$ cat src/rtl/rst_seq_pkg.sv
// Shared definitions for the reset sequencer: FSM state encodings and the
// counter sizing helper.
package rst_seq_pkg;

    typedef enum logic [1:0] {
        ST_WAIT_LOCK = 2'd0,
        ST_HOLD      = 2'd1,
        ST_RELEASE   = 2'd2,
        ST_RUN       = 2'd3
    } seq_state_t;

    // One spare bit above the largest terminal count, so the counter can never wrap.
    function automatic int cnt_width(input int lock_filter, input int hold_cycles,
                                     input int stagger_cycles);
        int m;
        m = lock_filter;
        if (hold_cycles > m) m = hold_cycles;
        if (stagger_cycles > m) m = stagger_cycles;
        return $clog2(m) + 1;
    endfunction

endpackage

$ cat src/rtl/sync_2ff.sv
// Two-flop synchroniser for bringing asynchronous levels into the local clock
// domain. Synchronous active-high reset clears both stages.
module sync_2ff #(
    parameter int WIDTH = 1
) (
    input  logic             clk,
    input  logic             rst,
    input  logic [WIDTH-1:0] d,
    output logic [WIDTH-1:0] q
);

    logic [WIDTH-1:0] meta;

    always_ff @(posedge clk) begin
        if (rst) begin
            meta <= '0;
            q    <= '0;
        end else begin
            meta <= d;
            q    <= meta;
        end
    end

endmodule

$ cat src/rtl/reset_sequencer.sv
// Power-on / lock-loss reset sequencer: qualifies a synchronised PLL lock,
// holds every domain in reset, then releases the domains one by one.
module reset_sequencer
    import rst_seq_pkg::*;
#(
    parameter int NUM_OUT        = 2,
    parameter int LOCK_FILTER    = 4,
    parameter int HOLD_CYCLES    = 16,
    parameter int STAGGER_CYCLES = 4
) (
    input  logic               i_clock,
    input  logic               i_reset,
    input  logic               i_locked,
    input  logic               i_sw_reset,
    output logic [NUM_OUT-1:0] o_reset,
    output logic               o_ready,
    output logic [1:0]         o_state
);

    localparam int CW = cnt_width(LOCK_FILTER, HOLD_CYCLES, STAGGER_CYCLES);
    localparam logic [CW-1:0] LOCK_LAST = CW'(LOCK_FILTER - 1);
    localparam logic [CW-1:0] HOLD_LAST = CW'(HOLD_CYCLES - 1);
    localparam logic [CW-1:0] STAG_LAST = CW'(STAGGER_CYCLES - 1);
    localparam logic [NUM_OUT-1:0] ALL_ON = {NUM_OUT{1'b1}};

    seq_state_t         state_q, state_d;
    logic [CW-1:0]      cnt_q, cnt_d;
    logic [NUM_OUT-1:0] rst_q, rst_d;
    logic               ready_q, ready_d;
    logic [NUM_OUT-1:0] rst_shift;
    logic               lk_s;

    sync_2ff #(
        .WIDTH(1)
    ) u_lock_sync (
        .clk(i_clock),
        .rst(i_reset),
        .d  (i_locked),
        .q  (lk_s)
    );

    // Shifting left clears the lowest still-asserted bit, so domains release in ascending order.
    assign rst_shift = rst_q << 1;

    always_ff @(posedge i_clock) begin
        if (i_reset) begin
            state_q <= ST_WAIT_LOCK;
            cnt_q   <= '0;
            rst_q   <= ALL_ON;
            ready_q <= 1'b0;
        end else begin
            state_q <= state_d;
            cnt_q   <= cnt_d;
            rst_q   <= rst_d;
            ready_q <= ready_d;
        end
    end

    always_comb begin
        state_d = state_q;
        cnt_d   = cnt_q;
        rst_d   = rst_q;
        ready_d = ready_q;
        if (!lk_s) begin
            state_d = ST_WAIT_LOCK;
            cnt_d   = '0;
            rst_d   = ALL_ON;
            ready_d = 1'b0;
        end else if (i_sw_reset && (state_q != ST_WAIT_LOCK)) begin
            state_d = ST_HOLD;
            cnt_d   = '0;
            rst_d   = ALL_ON;
            ready_d = 1'b0;
        end else begin
            case (state_q)
                ST_WAIT_LOCK: begin
                    if (cnt_q == LOCK_LAST) begin
                        state_d = ST_HOLD;
                        cnt_d   = '0;
                    end else begin
                        cnt_d = cnt_q + 1'b1;
                    end
                end
                ST_HOLD: begin
                    if (cnt_q == HOLD_LAST) begin
                        cnt_d = '0;
                        rst_d = rst_shift;
                        if (rst_shift == '0) begin
                            state_d = ST_RUN;
                            ready_d = 1'b1;
                        end else begin
                            state_d = ST_RELEASE;
                        end
                    end else begin
                        cnt_d = cnt_q + 1'b1;
                    end
                end
                ST_RELEASE: begin
                    if (cnt_q == STAG_LAST) begin
                        cnt_d = '0;
                        rst_d = rst_shift;
                        if (rst_shift == '0) begin
                            state_d = ST_RUN;
                            ready_d = 1'b1;
                        end
                    end else begin
                        cnt_d = cnt_q + 1'b1;
                    end
                end
                ST_RUN: begin
                    cnt_d = '0;
                end
                default: begin
                    state_d = ST_WAIT_LOCK;
                    cnt_d   = '0;
                    rst_d   = ALL_ON;
                    ready_d = 1'b0;
                end
            endcase
        end
    end

    // o_ready is a level, not a handshake: high exactly while every o_reset bit is low.
    assign o_reset = rst_q;
    assign o_ready = ready_q;
    assign o_state = state_q;

endmodule

$ cat config.mk
export PLATFORM = sky130hd
export DESIGN_NAME = reset_sequencer
export DESIGN_NICKNAME = d
export VERILOG_FILES = /design/src/rtl/rst_seq_pkg.sv /design/src/rtl/sync_2ff.sv /design/src/rtl/reset_sequencer.sv
export SDC_FILE = /design/constraint.sdc
export NUM_CORES = 1
export LEC_CHECK = 0
export ABC_AREA = 0
export BUFFER_PORTS_ARGS = -buffer_cell sky130_fd_sc_hd__clkbuf_2
export CAP_MARGIN = 40
export CORE_UTILIZATION = 48
export DETAILED_ROUTE_END_ITERATION = 10
export GPL_TIMING_DRIVEN = 0
export PLACE_DENSITY = 0.68
export SKIP_LAST_GASP = 1
export SYNTH_ARGS = -nofsm -noshare
export SYNTH_HDL_FRONTEND = slang
export SYNTH_SLANG_ARGS = --single-unit
$ cat constraint.sdc
create_clock -name i_clock -period 1.6 [get_ports i_clock]
set_input_delay 0.32 -clock i_clock [delete_from_list [all_inputs] [get_ports i_clock]]
set_output_delay 0.32 -clock i_clock [all_outputs]
set_load 0.01 [all_outputs]
# Word-level counts from Yosys, hierarchy flattened
# Index checks and enable logic that the tools add are counted.
# classes
n_bitwise	1
shifts	0
n_mux	17
n_mul	0
n_reduce_logical	13
n_lt_le_gt_ge	0
div	0
addsub	1
n_eq_ne	13
# ops
cell	n
$pmux 5 s3	1
$mux 2	6
$ne 3x3->1 const B	4
$mux 5	2
$reduce_and 5->1	2
$ne 2x2->1 const B	4
$pmux 2 s3	1
$add 5x1->5 const B	1
$eq 5x2->1 const B	1
$eq 5x4->1 const B	1
$mux 1	5
$eq 2x2->1 const B	2
$logic_not 2->1	2
$pmux 2 s2	1
$reduce_bool 2->1	2
$reduce_bool 4->1	1
$reduce_or 2->1	2
$reduce_and 3->1	1
$reduce_bool 3->1	1
$reduce_or 3->1	1
$eq 2x1->1 const B	1
$pmux 1 s2	1
$logic_and 1x1->1	1
$not 1->1	1
# word_totals
out_inout_bits	5
ramBits	0
inputBits	4
wordCells	52
romBits	0
latchBits	0
reg_bits	12
mem_count	0

# Longest topological paths before layout
# logic_depth
depth_word	5
ltp_mapped	7
mapped_depth_nobuf	7

# By module
# From an unflattened synthesis, not the netlist that was laid out.
# hier_totals
cells_unflattened	74
area_unflattened_um2	641.9
# by_module_without_submodules
module	cells_each	n_inst	seq_area_each_um2	area_each_um2
reset_sequencer	70	1	200.2	589.3
sync_2ff	4	1	40.0	52.6

# Least setup slack after synthesis
# No wires, ideal clock.
# synth_timing
path_type	register -> register
startpoint	reg cnt_q[0]
endpoint	reg state_q[0], in the netlist o_state[0]
n_path_buf	0
path_slack_ns	-0.122
t_arrival_ns	1.651
required_time_ns	1.528
path_stages_with_launch	8
setup_time_ns	0.072
synth_period_minus_slack_ns	1.722
cell_sequence	dfxtp_1 ha_1 and3_2 ha_1 nor2b_1 o31ai_1 o32ai_1 mux2i_1
# synth_between
elab_chain_cells	3
word_cells_on_any_way	6
cone_classes	eq/ne (5); reduce/logical (1)
# synth_rtl
element	line	rtl
start: declaration	reset_sequencer.sv:27	logic [CW-1:0] cnt_q, cnt_d;
start signal: assignment	reset_sequencer.sv:53	cnt_q <= cnt_d;
$eq 5x4->1 or $eq 5x2->1 (tied branches)	reset_sequencer.sv:85, reset_sequencer.sv:77, reset_sequencer.sv:99	
$ne 3x3->1 (no line)	--	
$reduce_and 5->1 (no line) (*)	--	
end signal: assignment	reset_sequencer.sv:52	state_q <= state_d;
end: declaration	reset_sequencer.sv:26	seq_state_t state_q, state_d;
# Every way passes the cells marked *; elsewhere a longest branch is shown, timed or not.
# A chain may end at the register's enable or synchronous reset.

# Final worst setup path
# layout_timing
startpoint	reg cnt_q[0]
endpoint	reg rst_q[1], in the netlist o_reset[1]
# layout_between
elab_chain_cells	3
word_cells_on_any_way	5
cone_classes	eq/ne (4); reduce/logical (1)
# layout_rtl
element	line	rtl
$eq 5x4->1 or $eq 5x2->1 (tied branches)	reset_sequencer.sv:85, reset_sequencer.sv:99	
$ne 2x2->1 (no line)	--	
$reduce_and 3->1 (no line) (*)	--	
end signal: assignment	reset_sequencer.sv:54	rst_q <= rst_d;
end: declaration	reset_sequencer.sv:28	logic [NUM_OUT-1:0] rst_q, rst_d;
# Marked as above.

==> run metrics <==
highest attainable clock frequency 624.0 MHz; required time of the critical path 1.80 ns; setup repair after global routing missed its margin true; endpoint class of the critical path register; actual transition at the worst max-transition pin 0.3226 ns; TritonCTS clock tree yes; Buffers on Ports 8; proportion of power drawn by combinational gates 0.021; Cell Int Power 0.0004441 W; post-synth cell types 25; floorplan die height 38.71 um; final hold viol count 0; CTS Sinks 12; post-synthesis sequential element count 12; critical path startpoint cnt_q[0]; critical path start-end classification reg -> reg; Seq pwr share 0.540; remaining antenna violation count after routing 0; CORE AREA 0.001171 mm2; routed length per placed instance 11.90 um; yosys warns 0; Data arrival, critical path 1.81 ns; worst-case clock skew 0.002652 ns; Worst R2R End o_reset[1]; Post-Syn Area 646.9 um2; overall global routing resource usage 0.1978; initial DRC count 19; final critical path time including I/O delays and setup 1.603 ns; startpoint class of the critical path register; vias per cell 5.359; die width 38.71 um; area share of the leading cell type in the synthesized netlist 0.3714; depth of the worst hold-timing path 2; global-route wire length before repair 2.028 mm; drc violations 0; highest fanout seen on the critical path 4; setup-violating endpoint count in the final report 1; cell type with the highest aggregate area in the netlist sky130_fd_sc_hd__dfxtp_1; vias in the first global route 479; fraction of layout instances using a drive strength above 1 0.3258; I/O pin total 9; post-detailed-placement half-perimeter wirelength 816.3 um; Hold Path Class in -> reg; Area Overhead vs Synth 28.43%; slack of the worst reg-to-reg path -0.003 ns; post-route core utilization 0.7094; max_cap viols 0; number of nets in the final layout 101; share of synthesized area occupied by flip-flops and latches 0.3714; later-pin clock latency in the skew report 0.27 ns; Worst Hold Launch i_reset; total leakage power 0.3245 nW; Power per Cell Area 672.0 mW/mm2; wire length reported by the detailed router 1.226 mm; net count of the mapped netlist 85; Die ar. 0.001498 mm2; clock transition at the register clock pins on the worst setup and hold paths after CTS 0.08 ns; max-slew violation count 0; violated checks negative setup slack; deepest level of the CTS H-tree 1; final setup slack of the worst path -0.002586 ns; effective utilization at floorplan 0.5524; Hold Path End u_lock_sync.q; total via count in the routed design 552; average cell area after synthesis 8.741 um2; count of inserted antenna diode cells 0; clock power share 0.439; Sw Pwr 0.0001141 W; num rows 12; total clock buffers created by CTS 3; final weighted congestion of routability-driven global placement 0.7636; R2R depth 5; status finished, violations left; Root Buffer sky130_fd_sc_hd__clkbuf_4; Post-Synthesis Cells 74; grt total ovfl 0; Worst R2R Start cnt_q[0]; Max-Slew Margin vs Limit 0.7819; highest-count cells in the layout ignoring fill and taps 9 x sky130_fd_sc_hd__nor2_1, 8 x sky130_fd_sc_hd__dfxtp_1, 8 x sky130_fd_sc_hd__clkbuf_2; cell types with the largest area share after synthesis sky130_fd_sc_hd__dfxtp_1 37%, sky130_fd_sc_hd__ha_1 14%, sky130_fd_sc_hd__nor2_1 5.2%; antenna violations before repair 0; maximum resistive drop on vdd 673.6 uV; switching power as a share of total power 0.2044; final period utilization 1.002; Hold WS 0.2311 ns; most frequent standard cell in the layout excluding fill and tap cells sky130_fd_sc_hd__nor2_1; Clock Path Buffers 2; largest net degree at the start of global routing 9; total iterations of the first detailed-routing run 4
-- per-layer routing --
metal,vias to the layer above,wire [um],GRT usage
met5,-,0,0
met4,0,25,0.1034
met3,4,49,0.01734
met2,16,526,0.2958
met1,252,624,0.2786
li1,280,-,-
-- Yosys cell counts --
cell type,count
sky130_fd_sc_hd__dfxtp_1,12
sky130_fd_sc_hd__nor2_1,9
sky130_fd_sc_hd__ha_1,7
sky130_fd_sc_hd__nand2_1,7
sky130_fd_sc_hd__inv_1,6
sky130_fd_sc_hd__nor2b_1,4
sky130_fd_sc_hd__o21ai_0,4
sky130_fd_sc_hd__a21oi_1,3
sky130_fd_sc_hd__a211oi_2,2
sky130_fd_sc_hd__a31oi_1,2
sky130_fd_sc_hd__mux2i_1,2
sky130_fd_sc_hd__nand2b_1,2
sky130_fd_sc_hd__nor3_1,2
sky130_fd_sc_hd__and2_1,1
sky130_fd_sc_hd__and3_2,1
sky130_fd_sc_hd__clkbuf_2,1
sky130_fd_sc_hd__nand3_1,1
sky130_fd_sc_hd__nand4b_1,1
sky130_fd_sc_hd__nor4b_1,1
sky130_fd_sc_hd__o31ai_1,1
sky130_fd_sc_hd__o32ai_1,1
sky130_fd_sc_hd__or4_1,1
sky130_fd_sc_hd__or4b_4,1
sky130_fd_sc_hd__xnor2_1,1
sky130_fd_sc_hd__xor2_1,1
-- worst max-delay path, stage by stage (launching register included) --
cell                       delay [ns]
sky130_fd_sc_hd__dfxtp_4         0.37
sky130_fd_sc_hd__ha_4            0.14
sky130_fd_sc_hd__or4b_4          0.51
sky130_fd_sc_hd__a211oi_4        0.28
sky130_fd_sc_hd__nor3_1          0.08
sky130_fd_sc_hd__a31oi_1         0.14
-- power by group through the flow --
| stage | clock (W) | sequential [W] | combinational (W) |
|---|---|---|---|
| 3_3_place_gp | 0 | 0.000309 | 0.0000110 |
| 6_report | 0.000245 | 0.000301 | 0.0000117 |
| 4_1_cts | 0.000251 | 0.000303 | 0.0000115 |
| 5_1_grt | 0.000261 | 0.000302 | 0.0000135 |
| 3_5_place_dp | 0 | 0.000309 | 0.0000112 |
| 2_1_floorplan | 0 | 0.000309 | 0.00000548 |
-- cell type report --
class | instances | area (um2)
flip-flops and latches | 12 | 247.7
plain buffers | 1 | 11.26
multi-input cells | 55 | 432.9
fillers | 94 | 340.3
clock buffers | 4 | 36.28
inverters | 6 | 22.52
well taps | 14 | 17.52
repair buffers | 11 | 62.56
-- kinds of logic (layout without fill, tap and decap cells) --
logic type | count (synthesis) | count (layout) | synth area share
AND/OR/NAND/NOR | 31 | 31 | 0.2553
AO/OA/AOI/OAI | 13 | 13 | 0.1373
flip-flops | 12 | 12 | 0.3714
adder cells (fa/ha/maj) | 7 | 7 | 0.1354
buffers and inverters | 7 | 22 | 0.04254
XOR/XNOR | 2 | 2 | 0.02708
multiplexers | 2 | 2 | 0.03095
-- through the flow --
step | area [um2] | TNS (ns) | std cells | power (W) | setup WS (ns)
2_1_floorplan | 655.6 | 0 | 74 | 0.0003147 | 0.003537
5_1_grt | 830.8 | -0.4177 | 103 | 0.0005768 | -0.07925
6_report | 830.8 | -0.002586 | 103 | 0.0005583 | -0.002586
4_1_cts | 812.0 | -0.02219 | 103 | 0.0005648 | -0.02219
3_5_place_dp | 713.2 | -0.4294 | 96 | 0.0003205 | -0.07305
3_3_place_gp | 713.2 | -0.2854 | 96 | 0.0003203 | -0.06039
-- worst max path at each step --
stage | end | slack [ns] | depth (start not counted)
global placement | o_state[0] | -0.06 | 7
finish | o_reset[1] | -0.003 | 5
CTS | o_state[0] | -0.02 | 5
global route | o_reset[1] | -0.08 | 5
detailed placement | cnt_q[3] | -0.07 | 7
floorplan | cnt_q[4] | 0.004 | 5
-- state kept, by name, summed over array words and instances (netlist names) --
signal / flops
cnt_q: 5
u_lock_sync.q: 1
o_ready: 1
o_state: 2
u_lock_sync.meta: 1
o_reset: 2
-- timing repair --
item / in CTS / in global routing
resized for setup: 10 / 8
setup endpoints to repair: 8 / 9
setup buffers: 3 / 0
hold buffers: 0 / 0
pin swaps: 4 / 2
Note: power is estimated with default switching activity, not from simulation.
